[src/rtl/icache_pkg.sv]
// icache_pkg: shared types and constants for the instruction-cache refill path.
//   refill_state_t : refill FSM state encoding (IDLE, BURST, RETRY, FILL)
//   CTI_*/BTE_*    : Wishbone registered-feedback cycle-type / burst-type codes
//   LINE_*         : cache-line geometry (8 x 32-bit words, 5-bit byte offset)
//   line_base()    : strips the byte offset from an address
package icache_pkg;

  localparam int LINE_WORDS    = 8;
  localparam int LINE_BITS     = 256;
  localparam int OFFSET_BITS   = 5;
  localparam int WORD_IDX_BITS = 3;

  typedef enum logic [1:0] {
    ST_IDLE  = 2'd0,
    ST_BURST = 2'd1,
    ST_RETRY = 2'd2,
    ST_FILL  = 2'd3
  } refill_state_t;

  localparam logic [2:0] CTI_INCR   = 3'b010;
  localparam logic [2:0] CTI_EOB    = 3'b111;
  localparam logic [1:0] BTE_LINEAR = 2'b00;

  function automatic logic [31:0] line_base(input logic [31:0] addr);
    return {addr[31:OFFSET_BITS], {OFFSET_BITS{1'b0}}};
  endfunction

endpackage

[src/rtl/icache_line_buf.sv]
// icache_line_buf: 8 x 32-bit word register file holding the line being refilled.
//   clk, rst_n : clock, synchronous active-low reset (clears every word)
//   we         : write enable for one word this cycle
//   idx        : word index to write (address bits [4:2] of the beat)
//   wdata      : word to store
//   rdata      : whole line, word k at [32k+31:32k]; registered storage, so
//                it holds its contents until a word is overwritten
module icache_line_buf
  import icache_pkg::*;
(
  input  logic                     clk,
  input  logic                     rst_n,
  input  logic                     we,
  input  logic [WORD_IDX_BITS-1:0] idx,
  input  logic [31:0]              wdata,
  output logic [LINE_BITS-1:0]     rdata
);

  logic [31:0] words [LINE_WORDS];

  always_ff @(posedge clk) begin
    if (!rst_n) begin
      for (int i = 0; i < LINE_WORDS; i++) begin
        words[i] <= '0;
      end
    end else if (we) begin
      words[idx] <= wdata;
    end
  end

  for (genvar k = 0; k < LINE_WORDS; k++) begin : g_flat
    assign rdata[32*k +: 32] = words[k];
  end

endmodule

[src/rtl/icache_refill.sv]
// icache_refill: instruction-cache miss refill engine.
// Captures a line-miss address, reads the 32-byte line as an 8-beat Wishbone
// incrementing burst, assembles it and writes it to the cache arrays with a
// single-cycle strobe.
//   clk, rst_n            : clock, synchronous active-low reset
//   miss_req, miss_paddr  : refill request and miss address (sampled in IDLE only)
//   refill_busy           : engine is working on a request
//   line_data, line_we    : assembled line and one-cycle fill strobe
//   refill_err            : one-cycle pulse when a refill is aborted
//   wb_*                  : Wishbone read master (classic + registered burst tags)
//   dbg_state             : current FSM state, for observation only
//
// Bus handshake: a beat is offered while cyc=stb=1, and address/cti stay
// frozen until the slave terminates it. Exactly one termination is honoured
// per cycle with priority err > rty > ack; terminations seen while stb=0 are
// ignored. An ack completes the beat, rty withdraws the strobe for one cycle
// and re-offers the same beat, err abandons the line.
module icache_refill
  import icache_pkg::*;
#(
  parameter int MAX_RETRY = 4
) (
  input  logic                 clk,
  input  logic                 rst_n,
  input  logic                 miss_req,
  input  logic [31:0]          miss_paddr,
  output logic                 refill_busy,
  output logic [LINE_BITS-1:0] line_data,
  output logic                 line_we,
  output logic                 refill_err,
  output logic                 wb_cyc_o,
  output logic                 wb_stb_o,
  output logic                 wb_we_o,
  output logic [31:0]          wb_adr_o,
  output logic [3:0]           wb_sel_o,
  output logic [2:0]           wb_cti_o,
  output logic [1:0]           wb_bte_o,
  input  logic [31:0]          wb_dat_i,
  input  logic                 wb_ack_i,
  input  logic                 wb_err_i,
  input  logic                 wb_rty_i,
  output logic [1:0]           dbg_state
);

  localparam int RW = $clog2(MAX_RETRY + 1);
  // The retry that would bring the count up to MAX_RETRY aborts instead.
  localparam logic [RW-1:0] RETRY_LAST = RW'(MAX_RETRY - 1);

  refill_state_t            state;
  logic [31:0]              base;
  logic [WORD_IDX_BITS-1:0] beat;
  logic [WORD_IDX_BITS-1:0] beat_nxt;
  logic [RW-1:0]            retry_cnt;
  logic                     beat_done;

  assign beat_nxt  = beat + 3'd1;
  assign dbg_state = state;

  // A word is captured only for an ack that wins arbitration on a live strobe.
  assign beat_done = (state == ST_BURST) && wb_ack_i && !wb_err_i && !wb_rty_i;

  assign wb_we_o  = 1'b0;
  assign wb_sel_o = 4'hF;
  assign wb_bte_o = BTE_LINEAR;

  icache_line_buf u_line_buf (
    .clk   (clk),
    .rst_n (rst_n),
    .we    (beat_done),
    .idx   (beat),
    .wdata (wb_dat_i),
    .rdata (line_data)
  );

  always_ff @(posedge clk) begin
    if (!rst_n) begin
      state       <= ST_IDLE;
      base        <= '0;
      beat        <= '0;
      retry_cnt   <= '0;
      wb_cyc_o    <= 1'b0;
      wb_stb_o    <= 1'b0;
      wb_adr_o    <= '0;
      wb_cti_o    <= '0;
      line_we     <= 1'b0;
      refill_err  <= 1'b0;
      refill_busy <= 1'b0;
    end else begin
      line_we    <= 1'b0;
      refill_err <= 1'b0;
      case (state)
        ST_IDLE: begin
          if (miss_req) begin
            base        <= line_base(miss_paddr);
            beat        <= '0;
            retry_cnt   <= '0;
            wb_cyc_o    <= 1'b1;
            wb_stb_o    <= 1'b1;
            wb_adr_o    <= line_base(miss_paddr);
            wb_cti_o    <= CTI_INCR;
            refill_busy <= 1'b1;
            state       <= ST_BURST;
          end
        end

        ST_BURST: begin
          if (wb_err_i || (wb_rty_i && retry_cnt == RETRY_LAST)) begin
            wb_cyc_o    <= 1'b0;
            wb_stb_o    <= 1'b0;
            refill_err  <= 1'b1;
            refill_busy <= 1'b0;
            state       <= ST_IDLE;
          end else if (wb_rty_i) begin
            retry_cnt <= retry_cnt + 1'b1;
            wb_cyc_o  <= 1'b0;
            wb_stb_o  <= 1'b0;
            state     <= ST_RETRY;
          end else if (wb_ack_i) begin
            retry_cnt <= '0;
            if (beat == 3'd7) begin
              wb_cyc_o <= 1'b0;
              wb_stb_o <= 1'b0;
              line_we  <= 1'b1;
              state    <= ST_FILL;
            end else begin
              beat     <= beat_nxt;
              // base is line aligned, so OR-ing in the word offset is an add.
              wb_adr_o <= base | {27'd0, beat_nxt, 2'b00};
              wb_cti_o <= (beat_nxt == 3'd7) ? CTI_EOB : CTI_INCR;
            end
          end
        end

        ST_RETRY: begin
          // Address and cti were left pointing at the unfinished beat.
          wb_cyc_o <= 1'b1;
          wb_stb_o <= 1'b1;
          state    <= ST_BURST;
        end

        ST_FILL: begin
          refill_busy <= 1'b0;
          state       <= ST_IDLE;
        end

        default: state <= ST_IDLE;
      endcase
    end
  end

endmodule

[config.mk]
export PLATFORM = sky130hd
export DESIGN_NAME = icache_refill
export DESIGN_NICKNAME = d
export VERILOG_FILES = /design/src/rtl/icache_pkg.sv /design/src/rtl/icache_line_buf.sv /design/src/rtl/icache_refill.sv
export SDC_FILE = /design/constraint.sdc
export NUM_CORES = 1
export LEC_CHECK = 0
export BUFFER_PORTS_ARGS = -buffer_cell sky130_fd_sc_hd__buf_2
export CAP_MARGIN = 20
export CORE_MARGIN = 2
export CORE_UTILIZATION = 55
export CTS_CLUSTER_DIAMETER = 80
export DETAILED_ROUTE_END_ITERATION = 6
export PLACE_DENSITY = 0.85
export SYNTH_ARGS = -nofsm -noshare
export SYNTH_HDL_FRONTEND = slang
export SYNTH_SLANG_ARGS = --single-unit
export TNS_END_PERCENT = 10
[constraint.sdc]
create_clock -name clk -period 10.6 [get_ports clk]
set_clock_uncertainty 0.1 [all_clocks]
set_input_delay 1.06 -clock clk [delete_from_list [all_inputs] [get_ports clk]]
set_output_delay 1.06 -clock clk [all_outputs]
set_load 0.1 [all_outputs]
; Yosys cells after proc, flatten, opt, wreduce, memory -nomap -nowiden
; Memories as Yosys holds them, arrays and structs flattened.
; Index checks and enable logic that the tools add are counted.
[classes]
n_addsub = 2
n_eq_ne = 15
n_mux = 46
bitwise_logic = 4
reduce_logical = 20
[op_table]
columns = cell, n
row1 = $mux 32, 6
row2 = $pmux 32 s2, 1
row3 = $mux 3, 15
row4 = $or 32x5->32, 1
row5 = $reduce_or 32->1, 1
row6 = $pmux 3 s2, 3
row7 = $mux 1, 13
row8 = $mux 2, 5
row9 = $ne 2x2->1 const B, 5
row10 = $pmux 2 s4, 1
row11 = $reduce_and 4->1, 2
row12 = $add 3x1->3 const B, 2
row13 = $eq 3x3->1 const B, 2
row14 = $pmux 1 s3, 2
row15 = $reduce_and 3->1, 2
row16 = $reduce_and 6->1, 1
row17 = $reduce_bool 3->1, 2
row18 = $reduce_or 5->1, 1
row19 = $eq 2x2->1 const B, 2
row20 = $logic_and 1x1->1, 4
row21 = $ne 4x2->1 const B, 1
row22 = $ne 4x3->1 const B, 1
row23 = $reduce_and 2->1, 2
row24 = $eq 3x2->1 const B, 1
row25 = 8 further kinds, 11
[totals]
reg_bits = 74
mem_bits_rw = 256
in_bits = 70
out_inout_bits = 305
word_cells = 98
memories = 1
[mem_list]
columns = memory, depth, word_bits, read_ports, rd_clocked_by_memory_dff, write_ports, line
row1 = u_line_buf.words, 8, 32, 8, 0, 8, icache_line_buf.sv:19  ; logic [31:0] words [LINE_WORDS];

; Depth between registers and ports, before layout
[logic_depth]
word_depth = 9
mapped_depth = 8
mapped_depth_nobuf = 6

; Cells and area by module
; Synthesis repeated with hierarchy kept, for this count alone.
[unflattened]
cells_unflattened = 1003
area_unflattened_um2 = 12499.5
[by_module_without_submodules]
columns = module, n_inst, cells_each, area_per_inst_um2, seq_area_each_um2
row1 = icache_line_buf, 1, 640, 9464.1, 7687.4
row2 = icache_refill, 1, 363, 3035.4, 1361.3

; Worst setup path after synthesis
; No wires, ideal clock.
[synth_timing]
path_kind = reg-to-reg
startpoint = reg state[0] (netlist: dbg_state[0])
endpoint = mem u_line_buf.words[6][0], enable pin
setup_time_ns = 0.466
arrival_ns = 4.268
t_required_ns = 10.034
path_slack_ns = 5.767
stages_incl_launch_ff = 7
n_path_buf = 2
synth_period_minus_slack_ns = 4.833
path_cell_list = dfxtp_1 > nor2b_2 > buf_6 > and4_4 > nand3_1 > buf_2 > o21ai_0
[synth_rtl]
columns = element, line
row1 = "start, declared", icache_refill.sv:49  ; refill_state_t state;
row2 = "start signal, assigned", icache_refill.sv:77  ; state <= ST_IDLE;
row3 = "start signal, assigned", icache_refill.sv:102  ; state <= ST_BURST;
row4 = "start signal, assigned", icache_refill.sv:112  ; state <= ST_IDLE;
row5 = "end, declared", icache_line_buf.sv:19

==> results.cfg <==
[drt]
drt_wl_total_um = 35300
vias = 9203
drt-wirelength-per-cell_um = 21.6
drt_iter0_markers = 865
detail-route-antenna-nets = 0
drt_drc_violations_left = 0
dr.pass1.iters = 7
route.detailed.vias_per_inst = 5.63

[die]
num_io_pins = 375
initial_core_utilization = 0.563
die-height_um = 154
die_w_um = 154
num_rows = 54
dieArea_um2 = 23600
coreArea_um2 = 21900

[finish]
areaGrowthSynthToFinish_pct = 23.9
filler_cell_count = 1536
finish.net_count = 1403
final_core_utilization = 0.697
drive_above_1_share = 0.331

[global_route]
maximum_number_of_pins_on_one_net_before_global_route_repair = 82
via_count_of_the_first_global_routing_pass = 8960
grt_util_all_layers = 0.291
grt_pass1_wl_um = 52700
globalRoute.totalOverflow = 0
antenna_found_initial = 6

[setup_path]
timing.critical_path.fanout_max = 81
crit_path_end = u_line_buf.words[6][3]
r2r-start = dbg_state[0]
reg2reg_slack_ps = 6570
cp-start-kind = input pin
crit_start = rst_n
crit_path_end_kind = flop
timing_worst_setup_path_type = in2reg
cp.arrival_ps = 4350
critPathRequiredTime_ps = 10720
reg2reg_depth = 6
timing.rr.end = u_line_buf.words[6][3]

[cts]
clkSinkCount = 324
ctsHoldBuffers = 0
post-cts-setup-buffers = 0
cts_max_level = 1
clock_tree_from_tritoncts = yes
cts.clk_slew.worst_paths_ps = 60
maximum_buffer_depth_of_the_clock_tree = 3
root_buffer = clkbuf_16
cts_buffers = 31
insertion_delay_ps = 550
postCtsResizedCells = 0

[placed_design]
portBuffers = 360
dp_hpwl_um = 23000
place_worst_setup_slack_ps = 5870
place_congestion = 0.862

[logic_synthesis]
synth_largest_type_area_fraction = 0.624
ys_top_cells_by_area = edfxtp_1, dfxtp_1, nor2_1, nand2_1, o211a_1
netlist-cell-type-count = 46
seq_cells_post_synth = 324
synth_area_leader_cell = edfxtp_1
synth-warning-count = 0
netlist_instances = 988
synthesis.area_um2 = 12300
syn_avg_cell_area_um2 = 12.5
seq_area_frac_synth = 0.734

[power]
total_leakage_power_nw = 6.59
power_frac_comb = 0.178
power_density_nw_per_um2 = 203
p_switching_mw = 0.958
netSwitchingFraction = 0.310
share_clk_of_total_power = 0.356
power.sequential.fraction = 0.467
p_int_mw = 2.13
peak_supply_drop_v = 0.000150

[worst_hold_path]
worst_hold_startpoint = wb_cti_o[1]
worst_hold_class = reg2reg

[timing]
hold_ws_ps = 367
layout_worst_path_cycle_share = 0.399
maxSlewHeadroom = 0.332
setup_slack_ps = 6370
report.final.hold_viol_count = 0
totalNegativeSetupSlack_ps = 0
rsz0062_at_grt = false
worst_pin_slew_ps = 1000
finalSetupViolations = 0
maxSlewViolCount = 0
period_needed_ps = 4230
timing.fmax_ghz = 0.236

[status]
outcome = finished clean

[run]
maxCapViolations = 0
[sequential cells by signal, summed over array words and instances (netlist names)]
name	flops
wb_adr_o	28
beat	2
refill_busy	1
wb_cti_o	2
retry_cnt	3
u_line_buf.words	256
line_we	1
base	27
wb_stb_o	1
refill_err	1
dbg_state	2
[cell usage after synthesis (all sizes together)]
cell type / instances
and2: 2
or2: 1
a221oi: 2
nand3b: 2
a21boi: 27
clkbuf: 28
nand4b: 1
o21bai: 1
conb: 2
inv: 3
nand4: 3
nand3: 30
buf: 49
o211a: 27
and4: 1
nand2: 185
a21oi: 3
o21ai: 15
dfxtp: 68
and3: 1
edfxtp: 256
nor3b: 1
nand2b: 2
and4bb: 1
mux2i: 1
nor2b: 2
mux2: 1
ha: 5
o221a: 1
o21a: 2
nor2: 262
nor3: 1
nand4bb: 1
a21o: 1
[logic make-up (layout without fill, tap and decap cells)]
kind of cell	count (synthesis)	count (layout)	synth area share
simple gates	496	496	0.163
flops	324	324	0.734
buf+inv	80	436	0.0426
compound gates	79	79	0.0527
fa+ha+maj	5	5	0.00508
other cells	2	14	0.000609
mux	2	2	0.00173
[per-stage QoR]
step	power [mW]	cell area, um2	cells
floorplan	1.92	12300	995
global placement	2.01	14200	1573
detailed placement	2.02	14200	1574
CTS	3.10	15200	1630
global route	3.17	15300	1636
finish	3.09	15300	1636
[layout make-up]
| cell class | count | area [um2] | area share |
|---|---|---|---|
| flip-flops and latches | 324 | 9050 | 0.593 |
| multi-input cells | 591 | 2880 | 0.189 |
| repair buffers | 377 | 1960 | 0.128 |
| clock buffers | 40 | 830 | 0.0544 |
| well taps | 280 | 350 | 0.0230 |
| clock inverters | 16 | 173 | 0.0113 |
| diodes | 5 | 12.5 | 0.000820 |
| inverters | 3 | 11.3 | 0.000738 |
[routing by layer]
metal | GRT usage | vias up | routed length [um]
met4 | 0.134 | 2 | 1670
met5 | 0 | - | 13
met2 | 0.484 | 672 | 17100
li1 | - | 4029 | -
met1 | 0.364 | 4395 | 12500
met3 | 0.0668 | 105 | 4080
[cells in the final DEF (no fill, tap or decap), types with 7 or more instances in the layout]
cell and count:
clkbuf_1 7, o211a_1 27, nand3_1 24, conb_1 9, nand2_1 184, nor2_1 261, buf_2 360, buf_4 15
clkinv_1 8, edfxtp_1 256, a21boi_0 27, clkbuf_16 31, o21ai_4 8, dfxtp_1 67
[worst min path at each step]
| stage | end | depth (start not counted) |
|---|---|---|
| final | wb_cti_o[1] | 1 |
| after global routing | base[12] | 2 |
| after CTS | retry_cnt[2] | 2 |
| after detailed placement | wb_cti_o[1] | 1 |
| after global placement | retry_cnt[2] | 2 |
| after floorplan | retry_cnt[2] | 2 |
[critical path, stage by stage]
cell     delay (ps)
buf_2            70
buf_4           680
and4_4          430
nand3_4         690
o21ai_4         880
buf_4           420
[power groups by stage]
| stage | Clock, mW | Sequential (mW) | Combinational, mW |
|---|---|---|---|
| floorplan | 0 | 1.81 | 0.108 |
| finish | 1.10 | 1.44 | 0.549 |
| global route | 1.15 | 1.45 | 0.566 |
| global placement | 0 | 1.47 | 0.542 |
| detailed placement | 0 | 1.47 | 0.548 |
| CTS | 1.11 | 1.44 | 0.549 |
No activity file was read; power rests on OpenSTA's default activity.
